`config.mk`:
```
export PLATFORM = sky130hd
export DESIGN_NAME = mag_cmp_sched
export DESIGN_NICKNAME = d
export VERILOG_FILES = /design/src/rtl/mag_cmp_sched.sv
export SDC_FILE = /design/constraint.sdc
export NUM_CORES = 1
export LEC_CHECK = 0
export ABC_AREA = 1
export BUFFER_PORTS_ARGS = -buffer_cell sky130_fd_sc_hd__buf_2
export CAP_MARGIN = 10
export CORE_MARGIN = 4
export CORE_UTILIZATION = 48
export DETAILED_ROUTE_END_ITERATION = 12
export HOLD_SLACK_MARGIN = 0.06
export PLACE_DENSITY = 0.84
export SKIP_CTS_REPAIR_TIMING = 1
export SLEW_MARGIN = 10
export SYNTH_ARGS = -nofsm -noshare
export SYNTH_HDL_FRONTEND = slang
export SYNTH_SLANG_ARGS = --single-unit
```
`constraint.sdc`:
```
create_clock -name clk -period 3.2 [get_ports clk]
set_input_delay 0.16 -clock clk [delete_from_list [all_inputs] [get_ports clk]]
set_output_delay 0.16 -clock clk [all_outputs]
set_load 0.005 [all_outputs]
```
`src/rtl/mag_cmp_sched.sv`:
```
// mag_cmp_sched
//   One shared 4-bit unsigned magnitude comparator time-multiplexed among four
//   requesters. A round-robin arbiter picks at most one request per cycle. The
//   chosen operands are compared and loaded into a single response register.
//   That register drains over a valid/ready handshake.
//
// Ports
//   clk        : clock, rising edge
//   rst        : synchronous active-high reset
//   req_valid  : [3:0] per-requester request pending
//   req_a      : [15:0] operand A, requester i in bits [4i+3:4i]
//   req_b      : [15:0] operand B, requester i in bits [4i+3:4i]
//   req_ready  : [3:0] one-hot (or zero) acceptance this cycle
//   rsp_valid  : response register holds a result
//   rsp_id     : [1:0] requester that owns the result
//   rsp_lt/eq/gt : A<B, A==B, A>B for that result (all zero when idle)
//   rsp_ready  : consumer takes the response this cycle
//   done_cnt   : [CNT_W-1:0] completed-response counter, wraps
module mag_cmp_sched #(
  parameter int CNT_W = 8
) (
  input  logic             clk,
  input  logic             rst,
  input  logic [3:0]       req_valid,
  input  logic [15:0]      req_a,
  input  logic [15:0]      req_b,
  output logic [3:0]       req_ready,
  output logic             rsp_valid,
  output logic [1:0]       rsp_id,
  output logic             rsp_lt,
  output logic             rsp_eq,
  output logic             rsp_gt,
  input  logic             rsp_ready,
  output logic [CNT_W-1:0] done_cnt
);

  localparam int NUM_REQ = 4;

  typedef struct packed {
    logic [1:0] id;
    logic       lt;
    logic       eq;
    logic       gt;
  } rsp_t;

  logic             rsp_valid_q, rsp_valid_d;
  rsp_t             rsp_q, rsp_d;
  logic [1:0]       ptr_q, ptr_d;
  logic [CNT_W-1:0] done_cnt_q, done_cnt_d;

  logic       slot_free;
  logic       cand_vld;
  logic [1:0] cand_idx;
  logic       gnt;
  logic [3:0] op_a, op_b;
  logic       rsp_xfer;

  // The response slot can take a new result if it is empty or being drained
  // in this same cycle. The drain-and-refill case keeps one compare per cycle.
  assign slot_free = !rsp_valid_q || rsp_ready;
  assign rsp_xfer  = rsp_valid_q && rsp_ready;

  // Round-robin search: first valid requester at ptr, ptr+1, ... (mod 4).
  // The 2-bit sum wraps naturally.
  always_comb begin
    cand_vld = 1'b0;
    cand_idx = ptr_q;
    for (int k = 0; k < NUM_REQ; k++) begin
      if (!cand_vld && req_valid[ptr_q + 2'(k)]) begin
        cand_vld = 1'b1;
        cand_idx = ptr_q + 2'(k);
      end
    end
  end

  assign gnt       = cand_vld && slot_free && !rst;
  assign req_ready = gnt ? (4'b0001 << cand_idx) : 4'b0000;

  // Shared comparator operands come from the granted lane only.
  assign op_a = req_a[{cand_idx, 2'b00} +: 4];
  assign op_b = req_b[{cand_idx, 2'b00} +: 4];

  always_comb begin
    rsp_valid_d = rsp_valid_q;
    rsp_d       = rsp_q;
    ptr_d       = ptr_q;
    done_cnt_d  = done_cnt_q + CNT_W'(rsp_xfer);
    if (gnt) begin
      rsp_valid_d = 1'b1;
      rsp_d.id    = cand_idx;
      rsp_d.lt    = op_a <  op_b;
      rsp_d.eq    = op_a == op_b;
      rsp_d.gt    = op_a >  op_b;
      ptr_d       = cand_idx + 2'd1;
    end else if (rsp_xfer) begin
      // Idle outputs read as zero, so clear the payload along with valid.
      rsp_valid_d = 1'b0;
      rsp_d       = '0;
    end
  end

  always_ff @(posedge clk) begin
    if (rst) begin
      rsp_valid_q <= 1'b0;
      rsp_q       <= '0;
      ptr_q       <= 2'd0;
      done_cnt_q  <= '0;
    end else begin
      rsp_valid_q <= rsp_valid_d;
      rsp_q       <= rsp_d;
      ptr_q       <= ptr_d;
      done_cnt_q  <= done_cnt_d;
    end
  end

  assign rsp_valid = rsp_valid_q;
  assign rsp_id    = rsp_q.id;
  assign rsp_lt    = rsp_q.lt;
  assign rsp_eq    = rsp_q.eq;
  assign rsp_gt    = rsp_q.gt;
  assign done_cnt  = done_cnt_q;

endmodule

```
==> impl_metrics.csv, run 1 <==
group,metric,value,unit
clock_network,cts_tree,"yes",
clock_network,clkLatencyLatePin,290,ps
power_and_ir_drop,seqPwrFrac,11.6,%
die,num_rows,20,
clock_network,cts_max_level,1,
clock_network,clkTransAtPathRegs,90,ps
sta,fmax,364,MHz
global_routing,grt_overflow,0,
synth,syn_area_per_cell,6.36,um^2
critical_path,arrival,2930,ps
place,dp_cells,348,
critical_path,crit_type,"reg -> reg",
die,die_h,65.9,um
place,dp_hpwl,3.03,mm
cells_and_area,antenna_cells,0,
sta,relSlewSlack,78.0,%
synth,synth_top_flop_cell,"dfxtp_1",
outcome,status,"finished clean",
global_routing,antenna_found_initial,0,
power_and_ir_drop,power_density,1240,nW/um^2
power_and_ir_drop,intPower,1010,uW
sta,tightestPinTransition,330,ps
synth,synth_commonest_cells,"nand2_1 (79), nand3_1 (38), inv_1 (31)",
cells_and_area,area_growth,19.5,%
route,firstDrtPassIters,5,
route,wire_per_inst,10.4,um
sta,skew,3.80,ps
route,vias_per_cell,4.76,
die,dieArea,4350,um^2
synth,synth_top_area_share,19.9,%
place,io_buffers,56,
power_and_ir_drop,switching_share,57.6,%
min_path,hp-class,"in -> reg",
sta,setup_tns,0,ps
power_and_ir_drop,finalPower,2380,uW
global_routing,grt_max_degree,20,
route,vias,1676,
critical_path,crit_path_frequent_cell,"nand2_1",
global_routing,grt_pass1_vias,1515,
cells_and_area,drive_gt1_share,30.8,%
power_and_ir_drop,ir_drop,735,uV
route,drc,0,
cells_and_area,fillers,316,
place,gp_congestion,0.926,
synth,synthCells,253,
synth,synth-seq-area-share,19.9,%
synth,synth_cell_types,29,
clock_network,numClockSinks,16,
power_and_ir_drop,p_clk_share,5.6,%
global_routing,grt_use_total,17.5,%
die,die_w,65.9,um
critical_path,cp.required,3380,ps
route,wl,3.65,mm
route,final_antenna_net_count,0,
cells_and_area,seqCellArea,320,um^2
synth,yosysMostFrequentCell,"nand2_1",
critical_path,cp-end-kind,"register",
die,initial_core_util,51.5,%
synth,yosys_warnings,0,
clock_network,root_buffer,"clkbuf_4",
synth,synth_top_area_cell,"dfxtp_1",
synth,synth_edf_count,0,
clock_network,max-clock-path-buffers,2,
synth,ys_ff_latch,16,
cells_and_area,nNetsFinal,358,
clock_network,cts_buffers,3,
run,cap_violations,0,
critical_path,crit_path_max_incr_delay,520,ps
route,drt_iter0_markers,73,
power_and_ir_drop,netSwitchingPower,1370,uW
synth,synthArstFlopShare,0,%
synth,syn_nets,302,
synth,ys_top_cells_by_area,"dfxtp_1 (20%), nand2_1 (18%), nand3_1 (12%)",
synth,synth_area,1610,um^2
sta,rsz0062_at_grt,"no",
cells_and_area,multi_input_area,1080,um^2
sta,setup_viol,0,
sta,hold_viol,0,
critical_path,cp_slowest_cell,"dfxtp_1",
sta,fin_hold_ws,142,ps
critical_path,worst-path-buf-inv,3,
power_and_ir_drop,leakage,0.00109,uW
die,coreArea,3130,um^2
critical_path,worstPathMaxFanout,19,
power_and_ir_drop,combPwrFrac,82.8,%
critical_path,cp-start-kind,"register",
critical_path,r2r_slack,450,ps
sta,finalCritPeriodShare,85.8,%
sta,period_minus_slack,2750,ps
cells_and_area,stdcell_count,352,
critical_path,cp_cell_sequence,"inv_4, nand2_1, nand2_2, o21ai_4, nand3_4, nand2_4, nand2_8, inv_8, nand2_2, nand3_1, nand2_1, ha_1, inv_1, nor2_1, o21ai_0, nand2_1, nand3_1, a21oi_1",
sta,final_max_slew_viol_count,0,
critical_path,crit_family,"simple AND/OR/NAND/NOR gates",
global_routing,grt_first_pass_wirelength,6.24,mm
die,io_pins,57,
-- logic make-up (layout without fill, tap and decap cells) --
| logic type | count (synthesis) | in the layout | synth area share (%) |
|---|---|---|---|
| AOI/OAI and AO/OA | 20 | 20 | 8.00 |
| xor gates and xnor gates | 1 | 1 | 0.544 |
| DFF | 16 | 16 | 19.9 |
| and+or+nand+nor | 165 | 165 | 51.0 |
| adders and majority gates | 10 | 10 | 7.77 |
| buffers and inverters | 41 | 96 | 12.8 |
-- placed cells by master, fill, tap and decap left out, drive strengths merged, types with 2 or more instances in the layout --
cell and instances:
o21ai 7, dfxtp 16, nand3b 2, nand3 40
nor2 20, ha 10, inv 35, clkbuf 4
a21oi 12, buf 57, nand2 101
-- power by group through the flow --
stage	logic [uW]	clock network (uW)	registers, uW
after floorplan	1730	0	270
after global placement	1940	0	278
after detailed placement	1990	0	281
after CTS	2000	136	276
after global routing	2290	147	281
final	1970	134	275
-- stage by stage --
stage / area [um^2] / utilization [%] / setup slack (ps)
3_3_place_gp: 1890 / 60.4 / 567
6_report: 1920 / 61.5 / 453
3_5_place_dp: 1890 / 60.4 / 446
4_1_cts: 1920 / 61.5 / 437
5_1_grt: 1920 / 61.5 / 197
2_1_floorplan: 1610 / - / 752
-- metal layers --
layer / wire (um) / vias up / track usage (%)
met1: 1590 / 710 / 21.9
met4: 42 / 0 / 3.89
met2: 1800 / 55 / 31.9
met3: 212 / 4 / 1.70
li1: - / 907 / -
met5: 0 / - / 0
-- flip-flops by register name, indices dropped and copies added (netlist names) --
signal     count
rsp_gt         1
ptr_q          2
rsp_id         2
done_cnt       8
rsp_valid      1
rsp_lt         1
rsp_eq         1
-- area by class of cell --
| cell class | instances | area share, % |
|---|---|---|
| repair buffers | 57 | 15.0 |
| well taps | 44 | 2.86 |
| multi-input cells | 196 | 56.3 |
| flip-flops and latches | 16 | 16.6 |
| clock buffers | 4 | 1.89 |
| inverters | 35 | 7.35 |
-- final timing paths --
kind / startpoint / to / depth (start not counted)
max: ptr_q[1]$_SDFFE_PP0P_ / rsp_gt$_SDFFE_PP0P_ / 18
min: rst / rsp_id[0]$_SDFFE_PP0P_ / 2
max reg2reg: ptr_q[1]$_SDFFE_PP0P_ / rsp_gt$_SDFFE_PP0P_ / 18
min reg2reg: rsp_id[1]$_SDFFE_PP0P_ / rsp_id[1]$_SDFFE_PP0P_ / 2
No activity file was read; power rests on OpenSTA's default activity.
==> inputs of run 2 (changes only) <==
Settings changed: ABC_AREA 1 to unset, CORE_UTILIZATION 48 to 45, PLACE_DENSITY 0.84 to 0.86.
==> impl_metrics.csv, run 2 <==
group,metric,value,unit
critical_path,reg2reg_to,"rsp_lt$_SDFFE_PP0P_",
sta,relSlewSlack,42.0,%
die,initial_core_util,49.0,%
clock_network,cts_tree,"yes",
sta,skew,4.79,ps
cells_and_area,fillers,213,
critical_path,r2r_slack,420,ps
critical_path,reg2reg_from,"ptr_q[1]$_SDFFE_PP0P_",
route,drc,0,
synth,yosys_warnings,0,
synth,synth-seq-area-share,28.4,%
outcome,status,"finished clean",
place,pre_cts_slack,205,ps
clock_network,numClockSinks,16,
route,final_antenna_net_count,0,
critical_path,cp_slowest_cell,"dfxtp_1",
sta,setup_tns,0,ps
global_routing,antenna_found_initial,0,
synth,synth_commonest_cells,"nand2_1 (29), dfxtp_1 (16), a21oi_1 (12)",
critical_path,worst-path-buf-inv,1,
power_and_ir_drop,leakage,0.000726,uW
cells_and_area,area_growth,28.1,%
place,placed_area,1400,um^2
sta,finalCritPeriodShare,87.0,%
sta,worst_slack,417,ps
place,io_buffers,56,
sta,fmax,359,MHz
critical_path,cp-start-kind,"register",
synth,synth_top_flop_cell,"dfxtp_1",
critical_path,cp-end-kind,"register",
cells_and_area,mostFrequentLayoutCell,"buf_2",
global_routing,grt_max_degree,22,
synth,synthCells,146,
cells_and_area,drive_gt1_share,33.0,%
die,io_pins,57,
cells_and_area,stdcell_count,228,
critical_path,cp_cell_sequence,"nor3_1, a2111oi_2, or2_4, inv_4, nand2_1, a32o_1, ha_1, nor2b_1, o21a_1, o21a_1, or3_1, a21oi_1",
die,die_h,58.0,um
synth,synth_top_area_cell,"dfxtp_1",
die,dieArea,3370,um^2
synth,synth_top_area_share,28.4,%
critical_path,crit_path_max_incr_delay,360,ps
die,die_w,58.0,um
synth,synth_cell_types,32,
synth,yosysMostFrequentCell,"nand2_1",
clock_network,root_buffer,"clkbuf_4",
critical_path,crit_path_frequent_cell,"o21a_1",
critical_path,rr_worst_depth,12,
clock_network,clkLatencyLatePin,280,ps
place,dp_hpwl,2.22,mm
route,firstDrtPassIters,4,
global_routing,grt_first_pass_wirelength,4.53,mm
sta,fin_hold_ws,201,ps
route,vias,1167,
route,vias_per_cell,5.12,
cells_and_area,largest_register_ffs,8,
cells_and_area,nNetsFinal,250,
synth,ys_ff_latch,16,
critical_path,cp.required,3420,ps
min_path,hp-class,"in -> reg",
place,dp_cells,224,
die,coreArea,2300,um^2
synth,synth_edf_count,0,
power_and_ir_drop,ir_drop,283,uV
route,wl,2.71,mm
synth,syn_nets,195,
min_path,hold_end,"rsp_valid$_SDFFE_PP0P_",
die,num_rows,17,
clock_network,max-clock-path-buffers,2,
sta,period_minus_slack,2780,ps
critical_path,worstPathMaxFanout,18,
route,wire_per_inst,11.9,um
min_path,hold_depth,4,
sta,tightestPinTransition,863,ps
synth,synthArstFlopShare,0,%
global_routing,grt_use_total,16.9,%
synth,syn_area_per_cell,7.71,um^2
global_routing,grt_overflow,0,
clock_network,clkTransAtPathRegs,90,ps
power_and_ir_drop,power_density,501,nW/um^2
sta,rsz0062_at_grt,"no",
min_path,min_from,"rsp_ready",
sta,final_max_slew_viol_count,0,
clock_network,cts_max_level,1,
critical_path,crit_family,"simple AND/OR/NAND/NOR gates",
synth,synth_area,1130,um^2
sta,setup_viol,0,
cells_and_area,final_cell_mix,"buf_2 (56), nand2_1 (29), dfxtp_1 (16)",
route,drt_iter0_markers,49,
cells_and_area,design_area,1440,um^2
critical_path,arrival,3000,ps
run,cap_violations,0,
global_routing,grt_pass1_vias,1075,
clock_network,cts_buffers,3,
place,gp_congestion,0.813,
sta,hold_viol,0,
critical_path,crit_type,"reg -> reg",
cells_and_area,antenna_cells,0,
synth,ys_top_cells_by_area,"dfxtp_1 (28%), ha_1 (11%), nand2_1 (9.7%)",
-- run 2: area by class of cell --
cell class / count / area (um^2) / share of cell area [%]
clock buffer: 4 / 36.3 / 2.52
inverter: 5 / 21.3 / 1.47
multi-input combinational: 117 / 734 / 50.9
sequential: 16 / 320 / 22.2
tap: 28 / 35.0 / 2.43
timing repair buffer: 58 / 295 / 20.5
-- run 2: per-layer routing --
layer	global-route usage [%]	up-vias	share of wire, %
li1	-	621	-
met1	20.6	509	44
met2	29.7	32	48
met3	3.34	5	6.8
met4	4.97	0	1.1
met5	0	-	0
-- run 2: how the worst max path moves through the flow --
stage | start | to | slack, ps | cells after the start
after floorplan | ptr_q[1]$_SDFFE_PP0P_ | rsp_lt$_SDFFE_PP0P_ | 520 | 14
after global placement | ptr_q[1]$_SDFFE_PP0P_ | rsp_lt$_SDFFE_PP0P_ | 350 | 12
after detailed placement | ptr_q[1]$_SDFFE_PP0P_ | rsp_lt$_SDFFE_PP0P_ | 210 | 12
after CTS | ptr_q[1]$_SDFFE_PP0P_ | rsp_lt$_SDFFE_PP0P_ | 180 | 12
after global routing | ptr_q[1]$_SDFFE_PP0P_ | rsp_lt$_SDFFE_PP0P_ | 170 | 12
final | ptr_q[1]$_SDFFE_PP0P_ | rsp_lt$_SDFFE_PP0P_ | 420 | 12
-- run 2: cells by family after synthesis --
| kind of cell | count (synthesis) | synth area share (%) |
|---|---|---|
| xor+xnor | 6 | 4.67 |
| simple gates | 69 | 28.9 |
| buf+inv | 13 | 6.56 |
| fa+ha+maj | 10 | 11.1 |
| flops | 16 | 28.4 |
| compound gates | 32 | 20.3 |
-- run 2: through the flow --
stage	total power (uW)	util, %
6_report	723	62.8
4_1_cts	727	62.7
5_1_grt	793	62.8
3_5_place_dp	595	61.1
3_3_place_gp	580	61.1
2_1_floorplan	511	-
-- run 2: power by group --
part	switching [uW]	total, uW	leakage, uW	internal (uW)
Sequential	14.4	233	0.000131	219
Combinational	192	358	0.000574	166
Clock	62.8	132	0.0000210	69.3
-- run 2: worst register-to-register path, delay by kind of cell (launching register included) --
family,cells,cell delay [ps]
AO/OA/AOI/OAI,5,800
adder cells (fa/ha/maj),1,280
AND/OR/NAND/NOR,5,1110
buffers and inverters,1,170
flip-flops,1,360
==> inputs of run 3 (changes only) <==
Settings changed: CELL_PAD_IN_SITES_DETAIL_PLACEMENT set to 1, CELL_PAD_IN_SITES_GLOBAL_PLACEMENT set to 2, CORE_UTILIZATION 45 to 23, PLACE_DENSITY 0.86 to 0.84.
==> impl_metrics.csv, run 3 (synthesized netlist as in run 2, its figures left out) <==
group,metric,value,unit
global_routing,antenna_found_initial,0,
power_and_ir_drop,p_clk_share,23.2,%
die,dieArea,6080,um^2
global_routing,grt_overflow,0,
place,pre_cts_slack,351,ps
cells_and_area,drive_gt1_share,32.8,%
cells_and_area,antenna_cells,0,
route,wl,3.30,mm
power_and_ir_drop,intPower,495,uW
global_routing,grt_max_degree,22,
clock_network,max-clock-path-buffers,2,
power_and_ir_drop,seqPwrFrac,30.1,%
critical_path,crit_type,"reg -> reg",
sta,relSlewSlack,39.2,%
die,io_pins,57,
power_and_ir_drop,ir_drop,141,uV
clock_network,clkTransAtPathRegs,70,ps
place,placed_area,1460,um^2
clock_network,numClockSinks,16,
critical_path,arrival,3020,ps
route,vias,1192,
sta,period_minus_slack,2840,ps
route,firstDrtPassIters,4,
clock_network,cts_buffers,3,
sta,tightestPinTransition,905,ps
cells_and_area,fillers,583,
power_and_ir_drop,power_density,512,nW/um^2
run,cap_violations,0,
power_and_ir_drop,combPwrFrac,46.7,%
critical_path,cp.required,3380,ps
sta,hold_viol,0,
power_and_ir_drop,netSwitchingPower,281,uW
min_path,hold_depth,4,
route,final_antenna_net_count,0,
global_routing,grt_first_pass_wirelength,5.73,mm
cells_and_area,nNetsFinal,251,
die,initial_core_util,23.8,%
route,wire_per_inst,12.3,um
critical_path,cp-start-kind,"register",
place,dp_hpwl,2.68,mm
place,io_buffers,56,
cells_and_area,largest_register_ffs,8,
route,drc,0,
sta,final_max_slew_viol_count,0,
clock_network,clkLatencyLatePin,250,ps
clock_network,cts_tree,"yes",
place,gp_congestion,0.833,
route,drt_iter0_markers,32,
power_and_ir_drop,leakage,0.000738,uW
sta,finalCritPeriodShare,88.6,%
critical_path,rr_worst_depth,12,
critical_path,cp-end-kind,"register",
clock_network,cts_max_level,1,
cells_and_area,design_area,1520,um^2
sta,fmax,353,MHz
min_path,hp-class,"in -> reg",
power_and_ir_drop,switching_share,36.2,%
global_routing,grt_pass1_vias,1248,
sta,worst_slack,364,ps
die,coreArea,4720,um^2
sta,skew,0.806,ps
sta,setup_tns,0,ps
cells_and_area,final_cell_mix,"buf_2 (56), nand2_1 (29), dfxtp_1 (16)",
clock_network,root_buffer,"clkbuf_8",
critical_path,worstPathMaxFanout,8,
route,vias_per_cell,4.45,
sta,rsz0062_at_grt,"no",
cells_and_area,area_growth,34.6,%
cells_and_area,mostFrequentLayoutCell,"buf_2",
global_routing,grt_use_total,11.3,%
die,num_rows,25,
sta,setup_viol,0,
die,die_h,78.0,um
outcome,status,"finished clean",
die,die_w,78.0,um
power_and_ir_drop,finalPower,776,uW
[run 3: path summary, 6_finish.rpt]
| path | from | to | slack (ps) |
|---|---|---|---|
| worst min-delay path | rsp_ready | rsp_valid$_SDFFE_PP0P_ | 250 |
| worst max-delay path | ptr_q[1]$_SDFFE_PP0P_ | rsp_lt$_SDFFE_PP0P_ | 360 |
| worst min register to register | rsp_gt$_SDFFE_PP0P_ | rsp_gt$_SDFFE_PP0P_ | 470 |
| worst max register to register | ptr_q[1]$_SDFFE_PP0P_ | rsp_lt$_SDFFE_PP0P_ | 360 |
[run 3: metal layers]
layer | GRT usage [%] | wire (um)
met1 | 14.7 | 1600
met2 | 18.9 | 1490
met5 | 0 | 0
met4 | 3.67 | 21
met3 | 1.86 | 200
[run 3: through the flow]
step	utilization (%)	instances	hold WS [ps]
detailed placement	30.9	264	465
CTS	32.1	268	254
finish	32.1	268	252
global placement	30.9	264	457
global route	32.1	268	299
floorplan	-	146	381
[run 3: final cells by class]
type	count	area, um^2	share of cell area (%)
Clock buffer	4	55.1	3.63
Inverter	5	21.3	1.40
Multi-Input combinational cell	117	732	48.3
Sequential cell	16	320	21.1
Tap cell	67	83.8	5.53
Timing Repair Buffer	59	303	20.0
[run 3: critical path, cell delays in order (launching register included)]
cell,delay [ps]
dfxtp_1,350
and3b_1,200
a2111oi_2,310
or2_1,310
buf_4,210
nand2_1,60
a32oi_1,190
ha_1,260
nor2b_1,130
o21a_1,160
o21a_1,170
or3_1,300
a21oi_1,120
[run 3: power by group through the flow]
stage	sequential [uW]	combinational [uW]	clock (uW)
6_report	234	362	180
5_1_grt	237	430	193
4_1_cts	234	372	184
3_5_place_dp	238	370	0
3_3_place_gp	238	369	0
2_1_floorplan	236	275	0
